$ cat config.mk
export PLATFORM = sky130hd
export DESIGN_NAME = wshb_arbiter_rr
export DESIGN_NICKNAME = d
export VERILOG_FILES = /design/src/rtl/wshb_arbiter_rr.sv
export SDC_FILE = /design/constraint.sdc
export NUM_CORES = 1
export LEC_CHECK = 0
export ABC_AREA = 1
export CAP_MARGIN = 10
export CORE_AREA = 4 4 82 84
export DETAILED_ROUTE_END_ITERATION = 12
export DIE_AREA = 0 0 86 88
export PLACE_DENSITY = 0.77
export SLEW_MARGIN = 30
export SYNTH_ARGS = -nofsm -noshare
export SYNTH_HDL_FRONTEND = slang
export SYNTH_SLANG_ARGS = --single-unit
$ cat constraint.sdc
create_clock -name clk -period 1.4 [get_ports clk]
set_input_delay 0.14 -clock clk [delete_from_list [all_inputs] [get_ports clk]]
set_output_delay 0.14 -clock clk [all_outputs]
set_load 0.01 [all_outputs]
$ cat src/rtl/wshb_arbiter_rr.sv
// Round-robin N-master to 1-slave Wishbone B4 arbiter with optional bounded
// ownership: a tenure may be cut after MAX_ACKS acks, only at a transaction end.
module wshb_arbiter_rr #(
  parameter int NB_MASTERS = 2,
  parameter int AW         = 32,
  parameter int DW         = 16,
  parameter int MAX_ACKS   = 0
) (
  input  logic                       clk,
  input  logic                       rst_n,
  input  logic [NB_MASTERS-1:0]      m_cyc,
  input  logic [NB_MASTERS-1:0]      m_stb,
  input  logic [NB_MASTERS-1:0]      m_we,
  input  logic [NB_MASTERS*AW-1:0]   m_adr,
  input  logic [NB_MASTERS*DW-1:0]   m_dat_ms,
  input  logic [NB_MASTERS*DW/8-1:0] m_sel,
  input  logic [NB_MASTERS*3-1:0]    m_cti,
  input  logic [NB_MASTERS*2-1:0]    m_bte,
  output logic [NB_MASTERS-1:0]      m_ack,
  output logic [NB_MASTERS-1:0]      m_rty,
  output logic [NB_MASTERS-1:0]      m_err,
  output logic [DW-1:0]              m_dat_sm,
  output logic                       s_cyc,
  output logic                       s_stb,
  output logic                       s_we,
  output logic [AW-1:0]              s_adr,
  output logic [DW-1:0]              s_dat_ms,
  output logic [DW/8-1:0]            s_sel,
  output logic [2:0]                 s_cti,
  output logic [1:0]                 s_bte,
  input  logic                       s_ack,
  input  logic                       s_rty,
  input  logic                       s_err,
  input  logic [DW-1:0]              s_dat_sm,
  output logic [NB_MASTERS-1:0]      grant
);

  localparam int IW = (NB_MASTERS > 1) ? $clog2(NB_MASTERS) : 1;
  localparam int SW = DW / 8;
  localparam int CW = (MAX_ACKS > 1) ? $clog2(MAX_ACKS) : 1;
  localparam logic [CW-1:0] CNT_LAST = (MAX_ACKS > 0) ? CW'(MAX_ACKS - 1) : '0;
  localparam logic [IW-1:0] LAST_INIT = IW'(NB_MASTERS - 1);

  typedef enum logic {
    IDLE  = 1'b0,
    OWNED = 1'b1
  } state_t;

  state_t          r_state;
  state_t          w_nextState;
  logic [IW-1:0]   r_owner;
  logic [IW-1:0]   r_last;
  logic [CW-1:0]   r_ackCnt;
  logic [IW-1:0]   w_nextOwner;
  logic [IW-1:0]   w_nextLast;
  logic [CW-1:0]   w_nextCnt;

  logic [IW-1:0]   w_pick;
  logic            w_found;
  logic            w_anyReq;
  logic            w_ownerCyc;
  logic            w_otherReq;
  logic            w_done;
  logic            w_eot;
  logic            w_rotate;

  // Requesters above r_last win first, then the wrap-around part up to r_last.
  always_comb begin
    w_pick  = r_last;
    w_found = 1'b0;
    for (int i = 0; i < NB_MASTERS; i++) begin
      if (!w_found && m_cyc[i] && (IW'(i) > r_last)) begin
        w_found = 1'b1;
        w_pick  = IW'(i);
      end
    end
    for (int i = 0; i < NB_MASTERS; i++) begin
      if (!w_found && m_cyc[i] && (IW'(i) <= r_last)) begin
        w_found = 1'b1;
        w_pick  = IW'(i);
      end
    end
  end

  always_comb begin
    s_cyc      = 1'b0;
    s_stb      = 1'b0;
    s_we       = 1'b0;
    s_adr      = '0;
    s_dat_ms   = '0;
    s_sel      = '0;
    s_cti      = '0;
    s_bte      = '0;
    m_ack      = '0;
    m_rty      = '0;
    m_err      = '0;
    grant      = '0;
    w_ownerCyc = 1'b0;
    w_otherReq = 1'b0;
    for (int i = 0; i < NB_MASTERS; i++) begin
      if ((r_state == OWNED) && (IW'(i) == r_owner)) begin
        s_cyc      = m_cyc[i];
        s_stb      = m_stb[i];
        s_we       = m_we[i];
        s_adr      = m_adr[i*AW +: AW];
        s_dat_ms   = m_dat_ms[i*DW +: DW];
        s_sel      = m_sel[i*SW +: SW];
        s_cti      = m_cti[i*3 +: 3];
        s_bte      = m_bte[i*2 +: 2];
        m_ack[i]   = s_ack;
        m_rty[i]   = s_rty;
        m_err[i]   = s_err;
        grant[i]   = 1'b1;
        w_ownerCyc = m_cyc[i];
      end else if (m_cyc[i]) begin
        w_otherReq = 1'b1;
      end
    end
  end

  assign m_dat_sm = s_dat_sm;
  assign w_anyReq = |m_cyc;
  assign w_done   = s_ack | s_rty | s_err;
  assign w_eot    = (s_cti == 3'b000) || (s_cti == 3'b111);
  // Incrementing-burst beats never end a transaction, so a saturated count waits.
  assign w_rotate = (MAX_ACKS > 0) && w_done && w_eot &&
                    (r_ackCnt == CNT_LAST) && w_otherReq;

  always_comb begin
    w_nextState = r_state;
    w_nextOwner = r_owner;
    w_nextLast  = r_last;
    w_nextCnt   = r_ackCnt;
    case (r_state)
      IDLE: begin
        if (w_anyReq) begin
          w_nextState = OWNED;
          w_nextOwner = w_pick;
          w_nextLast  = w_pick;
          w_nextCnt   = '0;
        end
      end
      OWNED: begin
        if (!w_ownerCyc) begin
          if (w_anyReq) begin
            w_nextOwner = w_pick;
            w_nextLast  = w_pick;
            w_nextCnt   = '0;
          end else begin
            w_nextState = IDLE;
          end
        end else if (w_rotate) begin
          w_nextOwner = w_pick;
          w_nextLast  = w_pick;
          w_nextCnt   = '0;
        end else if ((MAX_ACKS > 0) && s_ack && (r_ackCnt != CNT_LAST)) begin
          w_nextCnt = r_ackCnt + CW'(1);
        end
      end
      default: begin
        w_nextState = IDLE;
      end
    endcase
  end

  always_ff @(posedge clk or negedge rst_n) begin
    if (!rst_n) begin
      r_state  <= IDLE;
      r_owner  <= '0;
      r_last   <= LAST_INIT;
      r_ackCnt <= '0;
    end else begin
      r_state  <= w_nextState;
      r_owner  <= w_nextOwner;
      r_last   <= w_nextLast;
      r_ackCnt <= w_nextCnt;
    end
  end

endmodule

==> impl_metrics.ini <==
[final_layout]
finalNetCount = 561
seqCellArea_um2 = 76.3
area_delta_synth_final_pct = 210
num_antenna_cells = 0
layout-drive-gt1-share = 0.376
multi_input_area_um2 = 962
fill_cells = 574

[detailed_routing]
totalWireLength_mm = 6.98
firstDrtPassIters = 4
avgViaCountPerCell = 4.25
vias = 2115
remaining_drc_errors = 0
final_antenna_net_count = 0
wl_per_cell_um = 14.0
drt_iter0_drc = 16

[status]
violations = setup timing
status = complete, but fails checks

[global_routing]
antenna_found_initial = 0
grt_pass1_wl_mm = 9.34
grt_start_max_net_pins = 18
grt_overflow_total = 0
grt_pass1_vias = 2116
track_usage = 0.155

[clocking]
cts.sinks = 3
clockBufferDepth = 2
cts-root-buf = clkbuf_8
path_clk_slew_ns = 0.03
clk_latency_ns = 0.22
h-tree-depth = 1
cts_buffers = 3
cts_tree = built

[timing]
max_slew_margin = 0.882
setup_ws_ns = -0.142
rsz0062_at_grt = true
hold_viol_final = 0
fin_crit_sh = 1.10
finClkSkew_ns = 0.00209
tightest_slew_ns = 0.177
slew_viol_final = 0
finalSetupViolCount = 58
fmax_mhz = 648
holdWs_ns = 0.113
period_minus_slack_ns = 1.54

[floorplan]
die_area_um2 = 7570
rows = 28
die_w_um = 86
start_util = 0.179
fp.dieH_um = 88
coreArea_um2 = 5920
io_pins = 219

[logic_synthesis]
synthSimpleGateAreaFrac = 0.691
yosys_warnings = 0
synth_fa_ha_area_frac = 0
netlist_area_um2 = 1060
synth_top_family_by_area = simple AND/OR/NAND/NOR gates
synth_nets = 369
synth-xor-area-share = 0
synthDistinctLibCells = 12
synthMuxAreaShare = 0
yosysSeqAreaShare = 0.0720
ys_ff_latch = 3
synth_compound_area_frac = 0
netlist_instances = 232
syn_avg_cell_area_um2 = 4.57

[pwr]
power.leakage_nw = 1.76
vdd.ir_drop.worst_uv = 853
p_per_area_nw_per_um2 = 1340
p_total_mw = 4.39

[setup_path]
crit_path_end_kind = output pin
crit_type = reg2out
reg2reg_from = r_state$_DFF_PN0_
startpoint = r_owner$_DFFE_PN0P_
worstRegToRegCells = 6
critPathLaunchType = flip-flop
cp_max_fo = 5
cp.arrival_ns = 1.40
required_ns = 1.26
r2r_slack_ns = 0.29
crit_path_end = s_adr[26]
reg2reg_to = r_owner$_DFFE_PN0P_

[flow_run]
maxCapViolations = 0

[placement]
io_buffers = 186
gp_congestion = 0.717
dpl_worst_slack_ns = -0.264
dp_hpwl_mm = 5.03

[worst_hold_path]
hold_path_class = in2async
-- stage by stage --
step | TNS [ns] | std cells | util | area, µm²
detailed placement | -12.16 | 476 | 0.495 | 2930
global placement | -10.79 | 476 | 0.495 | 2930
floorplan | 0 | 232 | - | 1060
finish | -3.82 | 498 | 0.555 | 3280
CTS | -4.27 | 492 | 0.488 | 2890
global route | -7.41 | 498 | 0.555 | 3280
-- where the power goes --
group / leakage (nW) / internal [mW] / switching [mW]
Clock: 0.0228 / 0.194 / 0.0579
Sequential: 0.0331 / 0.127 / 0.0277
Combinational: 1.70 / 2.08 / 1.91
Total: 1.76 / 2.40 / 1.99
-- worst max-delay path, cell delays in order (launching register included) --
cell	delay, ns
dfrtp_1	0.39
inv_2	0.07
nand2_4	0.09
inv_8	0.05
buf_12	0.13
buf_12	0.12
buf_4	0.13
nand2_2	0.04
nand2_1	0.04
buf_2	0.13
-- how the worst min path moves through the flow --
stage               slack (ns)  cells after the start    startpoint                   to
floorplan                -0.16                      0         rst_n  r_owner$_DFFE_PN0P_
global placement          0.28                      0  s_dat_sm[15]         m_dat_sm[15]
detailed placement        0.28                      0  s_dat_sm[15]         m_dat_sm[15]
CTS                       0.11                      1         rst_n  r_owner$_DFFE_PN0P_
global route              0.12                      1         rst_n  r_owner$_DFFE_PN0P_
finish                    0.11                      1         rst_n  r_owner$_DFFE_PN0P_
-- cells by family after synthesis --
logic type             Yosys count
buffers and inverters           37
flip-flops                       3
AND/OR/NAND/NOR                192
-- registers in the layout, summed over array words and instances, names as in the netlist --
| name | cells |
|---|---|
| r_state | 1 |
| r_last | 1 |
| r_owner | 1 |
-- cells in the mapped netlist --
| cell type | count | area (µm²) |
|---|---|---|
| buf_2 | 6 | 30.0 |
| buf_6 | 6 | 67.6 |
| nor2_1 | 6 | 22.5 |
| nand4_1 | 1 | 6.26 |
| inv_2 | 3 | 11.3 |
| dfstp_2 | 1 | 26.3 |
| dfrtp_1 | 2 | 50.1 |
| nand2_2 | 2 | 12.5 |
| nand2_1 | 180 | 676 |
| buf_4 | 16 | 120 |
| nand3_1 | 3 | 15.0 |
| inv_1 | 6 | 22.5 |
-- cells in the final DEF, fill, tap and decap left out --
cell type,count
nor2_2,4
clkdlybuf4s50_1,120
nand4_1,1
clkbuf_2,1
buf_12,8
buf_4,12
dfrtp_1,2
buf_16,1
inv_2,1
clkbuf_1,1
clkinv_4,1
inv_8,1
nor2_1,2
nand2_1,128
dfstp_2,1
buf_6,20
clkdlybuf4s15_1,1
clkbuf_8,3
inv_1,6
clkbuf_16,4
buf_2,48
nand2_4,18
nand2_2,36
nand3_1,3
-- cell type report --
type	count	share of cell area
Clock buffer	4	0.0137
Inverter	9	0.0141
Multi-Input combinational cell	192	0.293
Sequential cell	3	0.0232
Tap cell	75	0.0286
Timing Repair Buffer	215	0.627
-- routing by layer --
| metal | track usage | wire [µm] | share of wire |
|---|---|---|---|
| met5 | 0 | 0 | 0 |
| met1 | 0.148 | 2340 | 0.34 |
| met2 | 0.313 | 3700 | 0.53 |
| met4 | 0.0374 | 81 | 0.012 |
| met3 | 0.0517 | 853 | 0.12 |
-- repair_timing --
item                       CTS  global route
pin swaps                    1            20
hold buffers                 0             0
gates cloned                 4             4
setup endpoints to repair   66            65
buffers inserted             8             6
gates resized for setup    252           116
Power figures use the tool's default switching activity.
